`config.mk`:
```
export PLATFORM = sky130hd
export DESIGN_NAME = ext_irq_ctrl
export DESIGN_NICKNAME = d
export VERILOG_FILES = /design/src/rtl/ext_irq_ctrl_pkg.sv /design/src/rtl/ext_irq_sync.sv /design/src/rtl/ext_irq_ctrl.sv
export SDC_FILE = /design/constraint.sdc
export NUM_CORES = 1
export LEC_CHECK = 0
export ABC_AREA = 1
export BUFFER_PORTS_ARGS = -buffer_cell sky130_fd_sc_hd__buf_2
export CELL_PAD_IN_SITES_DETAIL_PLACEMENT = 0
export CELL_PAD_IN_SITES_GLOBAL_PLACEMENT = 1
export CORE_ASPECT_RATIO = 0.7
export CORE_MARGIN = 4
export CORE_UTILIZATION = 35
export CTS_BUF_LIST = sky130_fd_sc_hd__clkbuf_8
export DETAILED_ROUTE_END_ITERATION = 8
export MAX_ROUTING_LAYER = met4
export PLACE_DENSITY_LB_ADDON = 0.2
export SLEW_MARGIN = 20
export SYNTH_ARGS = -nofsm -noshare
export SYNTH_HDL_FRONTEND = slang
export SYNTH_SLANG_ARGS = --single-unit
```
`constraint.sdc`:
```
create_clock -name clk_i -period 4.2 [get_ports clk_i]
set_input_delay 0.42 -clock clk_i [delete_from_list [all_inputs] [get_ports clk_i]]
set_output_delay 0.42 -clock clk_i [all_outputs]
set_load 0.05 [all_outputs]
```
`src/rtl/ext_irq_ctrl_pkg.sv`:
```
// Shared definitions for the external interrupt controller: register map,
// reg-bus request/response types and small mask helpers.
package ext_irq_ctrl_pkg;

  localparam int unsigned MAX_SRC = 32;

  localparam logic [31:0] RAW_OFFSET      = 32'h00;
  localparam logic [31:0] PENDING_OFFSET  = 32'h04;
  localparam logic [31:0] ENABLE_OFFSET   = 32'h08;
  localparam logic [31:0] MODE_OFFSET     = 32'h0C;
  localparam logic [31:0] POLARITY_OFFSET = 32'h10;
  localparam logic [31:0] SWSET_OFFSET    = 32'h14;

  typedef struct packed {
    logic [31:0] addr;
    logic        write;
    logic [31:0] wdata;
    logic [3:0]  wstrb;
    logic        valid;
  } reg_req_t;

  typedef struct packed {
    logic [31:0] rdata;
    logic        error;
    logic        ready;
  } reg_rsp_t;

  // Register fields are held at full bus width; bits >= NUM_SRC stay 0.
  typedef struct packed {
    logic [MAX_SRC-1:0] pending;
    logic [MAX_SRC-1:0] enable;
    logic [MAX_SRC-1:0] mode;
    logic [MAX_SRC-1:0] polarity;
  } ext_irq_regs_t;

  // Mask with the low n bits set; safe for n == MAX_SRC.
  function automatic logic [MAX_SRC-1:0] src_mask(input int unsigned n);
    logic [MAX_SRC-1:0] m;
    m = '0;
    for (int unsigned i = 0; i < MAX_SRC; i++) begin
      if (i < n) m[i] = 1'b1;
    end
    return m;
  endfunction

  // Expand byte strobes into a bit mask.
  function automatic logic [31:0] strb_mask(input logic [3:0] strb);
    return {{8{strb[3]}}, {8{strb[2]}}, {8{strb[1]}}, {8{strb[0]}}};
  endfunction

endpackage

```
`src/rtl/ext_irq_sync.sv`:
```
// Per-bit synchroniser chain for raw interrupt sources. STAGES = 0 means the
// sources are already synchronous and are passed straight through.
module ext_irq_sync #(
  parameter int unsigned WIDTH  = 8,
  parameter int unsigned STAGES = 2
) (
  input  logic             clk_i,
  input  logic             rst_i,
  input  logic [WIDTH-1:0] d_i,
  output logic [WIDTH-1:0] q_o
);

  if (STAGES == 0) begin : g_bypass
    assign q_o = d_i;
  end else begin : g_chain
    logic [STAGES-1:0][WIDTH-1:0] sync_q;

    // Shift each source through the flop chain; cleared on reset.
    always_ff @(posedge clk_i or posedge rst_i) begin
      if (rst_i) begin
        sync_q <= '0;
      end else begin
        sync_q[0] <= d_i;
        for (int unsigned i = 1; i < STAGES; i++) begin
          sync_q[i] <= sync_q[i-1];
        end
      end
    end

    assign q_o = sync_q[STAGES-1];
  end

endmodule

```
`src/rtl/ext_irq_ctrl.sv`:
```
// Register-mapped external interrupt controller: synchronises sources,
// applies polarity and edge/level mode, latches sticky pending bits and
// drives registered, enable-masked interrupt lines to the core.
module ext_irq_ctrl
  import ext_irq_ctrl_pkg::*;
#(
  parameter int unsigned NUM_SRC     = 8,
  parameter int unsigned SYNC_STAGES = 2
) (
  input  logic               clk_i,
  input  logic               rst_i,
  input  reg_req_t           reg_req_i,
  output reg_rsp_t           reg_rsp_o,
  input  logic [NUM_SRC-1:0] src_i,
  output logic [NUM_SRC-1:0] irq_o,
  output logic               irq_any_o
);

  localparam logic [MAX_SRC-1:0] SRC_MASK = src_mask(NUM_SRC);

  logic [NUM_SRC-1:0] src_sync;
  logic [MAX_SRC-1:0] act;
  logic [MAX_SRC-1:0] act_q;
  ext_irq_regs_t      regs_q, regs_d;
  logic [NUM_SRC-1:0] irq_q, irq_d;
  logic               irq_any_q, irq_any_d;

  logic               addr_ok;
  logic               wr_en;
  logic [MAX_SRC-1:0] wr_mask;
  logic [MAX_SRC-1:0] wr_bits;
  logic [MAX_SRC-1:0] clr;
  logic [MAX_SRC-1:0] swset;
  logic [MAX_SRC-1:0] set_evt;
  logic [MAX_SRC-1:0] pend_en;

  ext_irq_sync #(
    .WIDTH  (NUM_SRC),
    .STAGES (SYNC_STAGES)
  ) u_sync (
    .clk_i (clk_i),
    .rst_i (rst_i),
    .d_i   (src_i),
    .q_o   (src_sync)
  );

  // Active level of each source after polarity inversion.
  assign act = MAX_SRC'(src_sync) ^ regs_q.polarity;

  // Bus decode and combinational read response.
  always_comb begin
    addr_ok = (reg_req_i.addr[1:0] == 2'b00) && (reg_req_i.addr <= SWSET_OFFSET);
    wr_en   = reg_req_i.valid && reg_req_i.write && addr_ok;
    wr_mask = strb_mask(reg_req_i.wstrb) & SRC_MASK;
    wr_bits = reg_req_i.wdata & wr_mask;

    reg_rsp_o       = '0;
    reg_rsp_o.ready = reg_req_i.valid;
    reg_rsp_o.error = reg_req_i.valid && !addr_ok;
    if (reg_req_i.valid && !reg_req_i.write && addr_ok) begin
      case (reg_req_i.addr)
        RAW_OFFSET:      reg_rsp_o.rdata = act;
        PENDING_OFFSET:  reg_rsp_o.rdata = regs_q.pending;
        ENABLE_OFFSET:   reg_rsp_o.rdata = regs_q.enable;
        MODE_OFFSET:     reg_rsp_o.rdata = regs_q.mode;
        POLARITY_OFFSET: reg_rsp_o.rdata = regs_q.polarity;
        default:         reg_rsp_o.rdata = '0;
      endcase
    end
  end

  // Register writes, pending set/clear (set has priority) and output next-state.
  always_comb begin
    regs_d = regs_q;
    clr    = '0;
    swset  = '0;
    if (wr_en) begin
      case (reg_req_i.addr)
        PENDING_OFFSET:  clr = wr_bits;
        ENABLE_OFFSET:   regs_d.enable   = (regs_q.enable   & ~wr_mask) | wr_bits;
        MODE_OFFSET:     regs_d.mode     = (regs_q.mode     & ~wr_mask) | wr_bits;
        POLARITY_OFFSET: regs_d.polarity = (regs_q.polarity & ~wr_mask) | wr_bits;
        SWSET_OFFSET:    swset = wr_bits;
        default:         ;
      endcase
    end

    set_evt        = (regs_q.mode & act & ~act_q) | (~regs_q.mode & act) | swset;
    regs_d.pending = (regs_q.pending & ~clr) | set_evt;

    pend_en   = regs_q.pending & regs_q.enable;
    irq_d     = pend_en[NUM_SRC-1:0];
    irq_any_d = |pend_en;
  end

  // State registers: configuration, pending, edge history and output flops.
  always_ff @(posedge clk_i or posedge rst_i) begin
    if (rst_i) begin
      regs_q    <= '0;
      act_q     <= '0;
      irq_q     <= '0;
      irq_any_q <= 1'b0;
    end else begin
      regs_q    <= regs_d;
      act_q     <= act;
      irq_q     <= irq_d;
      irq_any_q <= irq_any_d;
    end
  end

  assign irq_o     = irq_q;
  assign irq_any_o = irq_any_q;

endmodule
```
# [Word-level counts from Yosys, hierarchy flattened]
# Cells that the tools add are included.
[word_totals] register_bits=185 latchBits=0 ram_bits=0 mem_bits_ro=0 inputBits=80 n_memories=0
[classes] addsub=0 n_mul=0 div=0 n_lt_le_gt_ge=1 n_eq_ne=5 shift=0 mux=6 bitwise=20 reduce_logical=14
[ops] operator="$and A32 B32 Y32" count=8
[ops] operator="$or A32 B32 Y32" count=6
[ops] operator="$mux W32" count=5
[ops] operator="$pmux W32 S5" count=1
[ops] operator="$not A32 Y32" count=3
[ops] operator="$eq A32 B4 Y1 const B" count=2
[ops] operator="$eq A32 B5 Y1 const B" count=2
[ops] operator="$and A32 B8 Y32" count=1
[ops] operator="$eq A32 B3 Y1 const B" count=1
[ops] operator="$le A32 B5 Y1 const B" count=1
[ops] operator="$logic_not A32 Y1" count=1
[ops] operator="$not A8 Y32" count=1
[ops] operator="$reduce_or A32 Y1" count=1
[ops] operator="$xor A8 B32 Y32" count=1
[ops] operator="$logic_and A1 B1 Y1" count=6
[ops] operator="$reduce_and A2 Y1" count=3
[ops] operator="$logic_not A1 Y1" count=2
[ops] operator="$logic_not A2 Y1" count=1

# [Longest topological paths before layout]
# Gate-level depths: netlist (run 1).
[depth] ltp_word=7 depth_mapped=11

# [Modules after synthesis]
# Synthesis (run 1) repeated with hierarchy kept, for this count alone.
[unflattened] hier_cells=475 area_unflattened_um2=3801.1
[by_module_without_submodules] module="ext_irq_ctrl" n_inst=1 cells_per_inst=450 area_each_um2=3337.0
[by_module_without_submodules] module="ext_irq_sync" n_inst=1 cells_per_inst=25 area_each_um2=464.2

# [Worst setup path after synthesis (run 1)]
# Ideal clock, no wire load.
[synth_timing] path_kind="input port to output port" from="input reg_req_i[52] in the netlist's numbering" to="output reg_rsp_o[2] in the netlist's numbering" arrival_ps=2113 t_required_ps=3780 setup_slack_ps=1667 stages=10 path_cell_list="nor2_1 -> nand2_1 -> nor2_2 -> nand2_1 -> nor2_4 -> buf_2 -> nand4_1 -> nand2_1 -> nor2_1 -> nor2_1"
[synth_lines] item="from (decl)" line="ext_irq_ctrl.sv:12" source="input reg_req_t reg_req_i,"
[synth_lines] item="to (decl)" line="ext_irq_ctrl.sv:13" source="output reg_rsp_t reg_rsp_o,"

==> results.toml, run 1 <==
[status]
status = "completed"

[logic_synthesis]
synth_area_um2 = 3370
synth_cell_types = 25
yosys_warnings = 0
syn_area_per_cell_um2 = 7.93
yosysSeqAreaShare_pct = 48.3
synthCells = 425
ys_seq_elements = 65

[cells_and_area]
final_common_cell = "nand2_1"
layout.cells.non_filler = 630
antenna_cells = 0
fillers = 980
final_util_pct = 43.2
layout_common_cells = "nand2_1 (123), buf_2 (71), dfrtp_1 (65), nor2_1 (57), nand3_1 (41)"
area_growth_pct = 18.3
multiInputGateArea_um2 = 1450
regArea_um2 = 1630
drive_gt1_share_pct = 20.9
nets = 581
design_area_um2 = 3990

[min_path]
worstHoldPathType = "in2reg"
min_from = "src_i[7]"
min_to = "u_sync.g_chain.sync_q[7]$_DFF_PP0_"
min_path_cells = 1

[timing]
finalSetupViolCount = 0
period_share_pct = 69.8
finalCriticalPeriod_ps = 2930
fin_hold_ws_ps = 177
hold_viol_final = 0
clock.fmax_mhz = 341
setup_slack_ps = 1270
worst_pin_slew_ps = 931
fin_skew_ps = 8.83
max_slew_margin_pct = 37.7
fin_tns_setup_ps = 0
grt_setup_unrepaired = "no"
slew_violations = 0

[clock_network]
clkTransAtPathRegs_ps = 70
numCtsBuffers = 9
root_buffer = "clkbuf_8"
hold_buffers = 0
cts_setup_buffers = 0
clk_latency_ps = 340
htree_levels = 3
cts_resized = 0
cts_buffer_depth = 2
cts_tree = "built"
cts_sinks = 65

[floorplanning]
io_pins = 123
die_h_um = 90.1
initial_core_util_pct = 36.6
die_area_um2 = 11300
num_rows = 29
core_um2 = 9220
die_w_um = 125

[placed_design]
place_area_um2 = 3760
gp_congestion = 0.788
dpl.hpwl_mm = 6.23
dp_slack_ps = 1240
place_inst = 614
port_buffers = 71

[worst_setup_path]
cp_top_family = "simple AND/OR/NAND/NOR gates"
rr_startpoint = "regs_q[101]$_DFF_PP0_"
reg2reg_to = "irq_any_o$_DFF_PP0_"
r2r_setup_slack_ps = 3150
crit_required_ps = 3780
worstPathMaxFanout = 16
worstSetupPathType = "in2out"
max_stage_delay_ps = 400
end_kind = "output port"
rr_worst_depth = 4
crit_arrival_ps = 2510
start_kind = "input pin"
path_buf_inv = 4
cp_cell_sequence = "buf_2 > nor2_4 > buf_4 > nand3_2 > nor2_1 > nand2_1 > a21oi_4 > nand2_1 > inv_1 > nand3_1 > nor2_1 > buf_2"
slowest_stage = "nand3_1"

[drt]
routed_wl_mm = 9.15
via_count = 2879
route.detailed.wl_per_inst_um = 14.5
antenna_left = 0
viasPerCell = 4.57
dr.pass1.iters = 4
drc = 0
drtIter0Drc = 165

[pwr]
power_frac_clock_pct = 43.9
swShare_pct = 24.9
internal_power_mw = 1.03
p_leak_nw = 2.09
seqPwrFrac_pct = 46.7
switching_power_mw = 0.342
powerDensity_nw_per_um2 = 345
peakVddDrop_mv = 0.252
fin_total_pwr_mw = 1.37
pwr-share-comb_pct = 9.4

[grt]
track_usage_pct = 17.4
grt_max_degree = 40
gr-total-overflow = 0
grt_pass1_vias = 2836
grt_antenna_before_repair = 0
grt_first_pass_wirelength_mm = 14.9

[run]
maxCapViolCount = 0
## cell type report
| type | count | share of cell area [%] |
|---|---|---|
| Clock inverter | 5 | 1.95 |
| Multi-Input combinational cell | 313 | 36.3 |
| Clock buffer | 11 | 3.80 |
| Tap cell | 124 | 3.89 |
| Sequential cell | 65 | 40.8 |
| Timing Repair Buffer | 76 | 9.86 |
| Inverter | 36 | 3.39 |
## power by group through the flow
stage / combinational (mW) / sequential [mW] / clock [mW]
2_1_floorplan: 0.106 / 0.652 / 0
3_3_place_gp: 0.129 / 0.653 / 0
3_5_place_dp: 0.130 / 0.653 / 0
4_1_cts: 0.130 / 0.641 / 0.618
5_1_grt: 0.142 / 0.642 / 0.647
6_report: 0.129 / 0.641 / 0.603
## worst register-to-register path, cell delays in order, from the launching register on
cell     delay, ps
dfrtp_1        400
nand2_1        120
inv_1           70
nor4_1         260
nand2_1         80
## worst max-delay path by stage
| stage | start | to | cells past startpoint |
|---|---|---|---|
| floorplan | reg_req_i[52] | reg_rsp_o[2] | 10 |
| global route | reg_req_i[39] | reg_rsp_o[3] | 12 |
| global placement | reg_req_i[39] | reg_rsp_o[3] | 12 |
| CTS | reg_req_i[39] | reg_rsp_o[2] | 12 |
| finish | reg_req_i[39] | reg_rsp_o[3] | 12 |
| detailed placement | reg_req_i[39] | reg_rsp_o[2] | 12 |
## routing by layer
metal	vias to the layer above	wire (µm)	track usage (%)	share of wire, %
met4	0	75	3.88	0.82
li1	1450	-	-	-
met3	7	928	6.04	10
met5	-	0	-	0
met1	1324	4190	23.8	46
met2	98	3950	24.9	43
## cell usage after synthesis
| library cell | count | area [µm²] |
|---|---|---|
| inv_1 | 36 | 135 |
| nand3_2 | 2 | 20.0 |
| o21ai_0 | 1 | 5.00 |
| nand3b_1 | 1 | 7.51 |
| buf_6 | 3 | 33.8 |
| o21ai_1 | 24 | 120 |
| buf_2 | 3 | 15.0 |
| clkbuf_1 | 3 | 11.3 |
| nor2_2 | 2 | 12.5 |
| nand3_1 | 41 | 205 |
| nor2_1 | 57 | 214 |
| nor3_1 | 2 | 10.0 |
| a21oi_1 | 8 | 40.0 |
| nand4_1 | 9 | 56.3 |
| buf_4 | 25 | 188 |
| nor4_1 | 2 | 12.5 |
| nand3_4 | 1 | 17.5 |
| nand2_1 | 123 | 462 |
| conb_1 | 1 | 3.75 |
| nor2_4 | 5 | 56.3 |
| dfrtp_1 | 65 | 1630 |
| xnor2_1 | 8 | 70.1 |
| a21oi_4 | 1 | 16.3 |
| nor3_2 | 1 | 10.0 |
| nand4_4 | 1 | 21.3 |
## kinds of logic after synthesis
kind of cell           after synthesis  share of synthesized area [%]
AND/OR/NAND/NOR                    247                           32.8
AO/OA/AOI/OAI                       34                           5.38
XOR/XNOR                             8                           2.08
buffers and inverters               70                           11.4
flip-flops                          65                           48.3
other                                1                          0.111
(Power assumes the default switching activity.)
==> inputs of run 2 (changes only) <==
- clock period: 4.2 -> 2.75 ns (I/O delays scaled with it)
==> run 2 against run 1 <==
  * Global-route usage is 0.28 points higher
  * Die area is the same
  * Critical path depth unchanged
  * First-iteration DRC count is 38% lower
  * Combinational power increased by 57%
  * Sequential share of layout area is 0.31 points lower
  * Largest power group unchanged
==> results.toml, run 2 (synthesis results as in run 1) <==
[status]
status = "completed"

[min_path]
worstHoldPathType = "in2reg"

[cells_and_area]
area_growth_pct = 19.2
antenna_cells = 0
design_area_um2 = 4020
layout_common_cells = "nand2_1 (123), buf_2 (71), dfrtp_1 (65), nor2_1 (57), nand3_1 (41)"
final_common_cell = "nand2_1"
final_util_pct = 43.6
drive_gt1_share_pct = 22.1
nets = 592
layout.cells.non_filler = 641

[pwr]
fin_total_pwr_mw = 1.91
powerDensity_nw_per_um2 = 475
p_leak_nw = 2.13
peakVddDrop_mv = 0.330

[worst_setup_path]
timing.critical_path.from = "reg_req_i[59]"
rr_worst_depth = 4
endpoint = "reg_rsp_o[2]"
worstPathMaxFanout = 5
rr_startpoint = "regs_q[101]$_DFF_PP0_"
crit_arrival_ps = 2150
end_kind = "output port"
start_kind = "input pin"
worstSetupPathType = "in2out"
reg2reg_to = "irq_any_o$_DFF_PP0_"
r2r_setup_slack_ps = 1660
crit_required_ps = 2480

[grt]
grt_first_pass_wirelength_mm = 15.2
track_usage_pct = 17.7
grt_pass1_vias = 2895
gr-total-overflow = 0
grt_antenna_before_repair = 0
grt_max_degree = 33

[drt]
antenna_left = 0
route.detailed.wl_per_inst_um = 14.4
routed.top_layer = "met4"
drt-met1-wl_mm = 4.49
route.met3.wl_um = 473
drtIter0Drc = 103
viasPerCell = 4.64
routed_wl_mm = 9.26
via_count = 2974
drc = 0
dr.pass1.iters = 4
wl_met2_mm = 4.24

[placed_design]
place_inst = 624
port_buffers = 71
place_area_um2 = 3830
dp_slack_ps = 280
gp_congestion = 0.826
dpl.hpwl_mm = 6.70

[clock_network]
clk_latency_ps = 350
clkTransAtPathRegs_ps = 70
cts_resized = 0
cts_sinks = 65
cts_tree = "built"
numCtsBuffers = 9
cts_buffer_depth = 2
cts_setup_buffers = 0
htree_levels = 3
root_buffer = "clkbuf_8"
hold_buffers = 1

[timing]
fin_skew_ps = 8.71
hold_viol_final = 0
fin_hold_ws_ps = 29.2
finalCriticalPeriod_ps = 2430
clock.fmax_mhz = 412
slew_violations = 0
finalSetupViolCount = 0
setup_slack_ps = 321
fin_tns_setup_ps = 0
grt_setup_unrepaired = "no"
period_share_pct = 88.3

[floorplanning]
io_pins = 123
die_area_um2 = 11300
initial_core_util_pct = 36.6
num_rows = 29
die_h_um = 90.1
die_w_um = 125
core_um2 = 9220

[run]
maxCapViolCount = 0
run 2: changes by cell type in the layout (fill, tap and decap cells not counted):
cell	previous run	this run
buf_4	5	15
bufinv_16	2	0
inv_1	35	37
clkinv_2	2	3
clkinvlp_4	1	0
dlygate4sd3_1	0	1
run 2: metal layers:
metal / up-vias / GRT usage [%]
li1: 1477 / -
met1: 1419 / 24.2
met2: 72 / 26.5
met3: 6 / 4.68
met4: 0 / 3.61
met5: - / -
run 2: cell type report:
type,instances,area [µm²]
Clock buffer,11,151
Timing Repair Buffer,87,478
Clock inverter,5,22.5
Sequential cell,65,1630
Inverter,36,135
Tap cell,124,155
Fill cell,1002,5200
Multi-Input combinational cell,313,1450
run 2: worst min-delay path by stage:
stage          slack, ps  startpoint  depth (start not counted)                            endpoint
3_5_place_dp         270       rst_i                          2               regs_q[101]$_DFF_PP0_
6_report              30    src_i[6]                          1  u_sync.g_chain.sync_q[6]$_DFF_PP0_
2_1_floorplan        310    src_i[0]                          0  u_sync.g_chain.sync_q[0]$_DFF_PP0_
4_1_cts               20    src_i[6]                          1  u_sync.g_chain.sync_q[6]$_DFF_PP0_
3_3_place_gp         270       rst_i                          2               regs_q[101]$_DFF_PP0_
5_1_grt                8    src_i[7]                          1  u_sync.g_chain.sync_q[7]$_DFF_PP0_
run 2: power by group:
part | internal (mW) | switching (mW) | total, mW
sequential | 0.974 | 0.00593 | 0.980
clock | 0.365 | 0.359 | 0.724
combinational | 0.0487 | 0.154 | 0.202
total | 1.39 | 0.518 | 1.91
run 2: critical path: stages:
cell	delay [ps]
buf_2	100
nor2_1	100
nand2_1	60
nor2_1	210
nand2_1	210
a21oi_4	210
nand2_1	70
inv_1	80
nand3_1	220
buf_4	260
nor2_1	90
buf_2	270
==> inputs of run 3 (changes only) <==
--- a/config.mk
+++ b/config.mk
@@ -12,3 +12,2 @@
 export CORE_ASPECT_RATIO = 0.7
-export CORE_MARGIN = 4
 export CORE_UTILIZATION = 35
==> constraint.sdc (replaced) <==
create_clock -name clk_i -period 2.75 [get_ports clk_i]
set_input_delay 0.6875 -clock clk_i [delete_from_list [all_inputs] [get_ports clk_i]]
set_output_delay 0.6875 -clock clk_i [all_outputs]
set_load 0.05 [all_outputs]
==> run 3 against run 2 <==
  * The run now ends with setup timing left
  * Routed wire length increased by 1.2%
  * Cell area increased by 18%
  * Global-route usage increased by 3.2 points
  * Clock skew increased by 1.7 ps
  * Clock-buffer cell count unchanged
  * Flip-flop and latch count unchanged
  * Largest cell class is now multi-input gates
  * Highest routed layer unchanged
==> results.toml, run 3 (synthesis results as in run 1) <==
[status]
status = "finished, violations left"
violations = "setup timing"

[cells_and_area]
area_growth_pct = 40.2
layout.cells.non_filler = 667
multiInputGateArea_um2 = 1670
final_common_cell = "nand2_1"
nets = 620
regArea_um2 = 1630
layout_common_cells = "nand2_1 (113), dfrtp_1 (65), buf_2 (59), inv_1 (34), nor2_1 (33)"
fillers = 892
drive_gt1_share_pct = 34.6
antenna_cells = 0

[run]
maxCapViolCount = 0

[pwr]
p_leak_nw = 2.44
pwr-share-comb_pct = 10.6
power_frac_clock_pct = 42.7
internal_power_mw = 1.58
swShare_pct = 24.5
seqPwrFrac_pct = 46.7
powerDensity_nw_per_um2 = 444
peakVddDrop_mv = 0.299
switching_power_mw = 0.513

[clock_network]
clkTransAtPathRegs_ps = 60
cts_tree = "built"
cts_buffer_depth = 2
cts_sinks = 65
hold_buffers = 0
clk_latency_ps = 350
numCtsBuffers = 9
root_buffer = "clkbuf_8"
htree_levels = 3

[grt]
grt_first_pass_wirelength_mm = 15.1
track_usage_pct = 20.8
grt_pass1_vias = 2910
grt_antenna_before_repair = 0
gr-total-overflow = 0
grt_max_degree = 66

[drt]
viasPerCell = 4.59
drc = 0
drtIter0Drc = 212
antenna_left = 0
dr.pass1.iters = 4
routed_wl_mm = 9.37
route.detailed.wl_per_inst_um = 14.0
via_count = 3061

[floorplanning]
die_w_um = 119
die_h_um = 84.1
initial_core_util_pct = 36.6
num_rows = 29
core_um2 = 9220
die_area_um2 = 10000
io_pins = 123

[timing]
fin_skew_ps = 10.4
clock.fmax_mhz = 351
setup_slack_ps = -102
grt_setup_unrepaired = "yes"
period_share_pct = 104
hold_viol_final = 0
finalSetupViolCount = 8
finalCriticalPeriod_ps = 2850
fin_tns_setup_ps = -712
slew_violations = 0

[worst_setup_path]
worstPathMaxFanout = 8
crit_arrival_ps = 2160
timing.critical_path.from = "reg_req_i[52]"
worstSetupPathType = "in2out"
rr_worst_depth = 4
crit_required_ps = 2060
reg2reg_to = "irq_any_o$_DFF_PP0_"
rr_startpoint = "regs_q[98]$_DFF_PP0_"
r2r_setup_slack_ps = 1650
end_kind = "output port"
start_kind = "input pin"

[min_path]
min_to = "u_sync.q_o[3]$_DFF_PP0_"
min_path_cells = 0
worstHoldPathType = "reg2reg"
min_from = "u_sync.g_chain.sync_q[3]$_DFF_PP0_"

[placed_design]
gp_congestion = 0.800
dpl.hpwl_mm = 6.21
place_inst = 640
port_buffers = 71
==> run 3: critical path: stages <==
cell and delay, ps:
buf_2 110, nor2_2 110, nand2_2 80, nor2_4 140, buf_4 130, nand2_1 80
a21oi_4 170, nand2_2 60, inv_2 70, nand3_4 70, buf_12 170, nor2_4 100
buf_6 160
==> run 3: cell type report <==
class | count | area share [%]
Clock buffer | 11 | 3.21
Clock inverter | 3 | 1.38
Inverter | 36 | 2.86
Multi-Input combinational cell | 313 | 35.4
Sequential cell | 65 | 34.4
Tap cell | 124 | 3.28
Timing Repair Buffer | 115 | 19.4
==> run 3: how the worst max path moves through the flow <==
stage,end
6_report,reg_rsp_o[3]
4_1_cts,reg_rsp_o[5]
2_1_floorplan,reg_rsp_o[2]
3_3_place_gp,reg_rsp_o[3]
3_5_place_dp,reg_rsp_o[3]
5_1_grt,reg_rsp_o[7]
==> run 3: through the flow <==
step | hold WS, ps | setup slack [ps] | area (µm²) | power (mW) | utilization (%)
CTS | 349 | -120 | 4480 | 2.11 | 48.6
global route | 352 | -218 | 4720 | 2.19 | 51.2
finish | 347 | -102 | 4720 | 2.10 | 51.2
global placement | 332 | -275 | 4090 | 1.21 | 44.4
floorplan | 331 | 8.59 | 3530 | 1.16 | -
detailed placement | 335 | -262 | 4090 | 1.21 | 44.4
==> run 3: power by group through the flow <==
stage          clock, mW  sequential [mW]  combinational, mW
5_1_grt            0.969            0.980              0.239
6_report           0.895            0.980              0.221
2_1_floorplan          0            0.996              0.162
4_1_cts            0.918            0.980              0.211
3_3_place_gp           0            0.997              0.209
3_5_place_dp           0            0.997              0.210
==> run 3: routing by layer <==
metal | vias to the layer above | wire length (µm) | track usage, %
met1 | 1431 | 4410 | 28.0
met4 | 0 | 46 | 4.14
li1 | 1533 | - | -
met5 | - | 0 | -
met2 | 91 | 4380 | 31.7
met3 | 6 | 531 | 5.46
==> run 3: what timing repair did <==
action                     in CTS  in global routing
setup buffers                   5                  5
setup endpoints to repair       8                  9
gates resized for setup        28                 49
hold endpoints to repair        0                  0
cloned                          2                  1
pin swaps                       8                 22
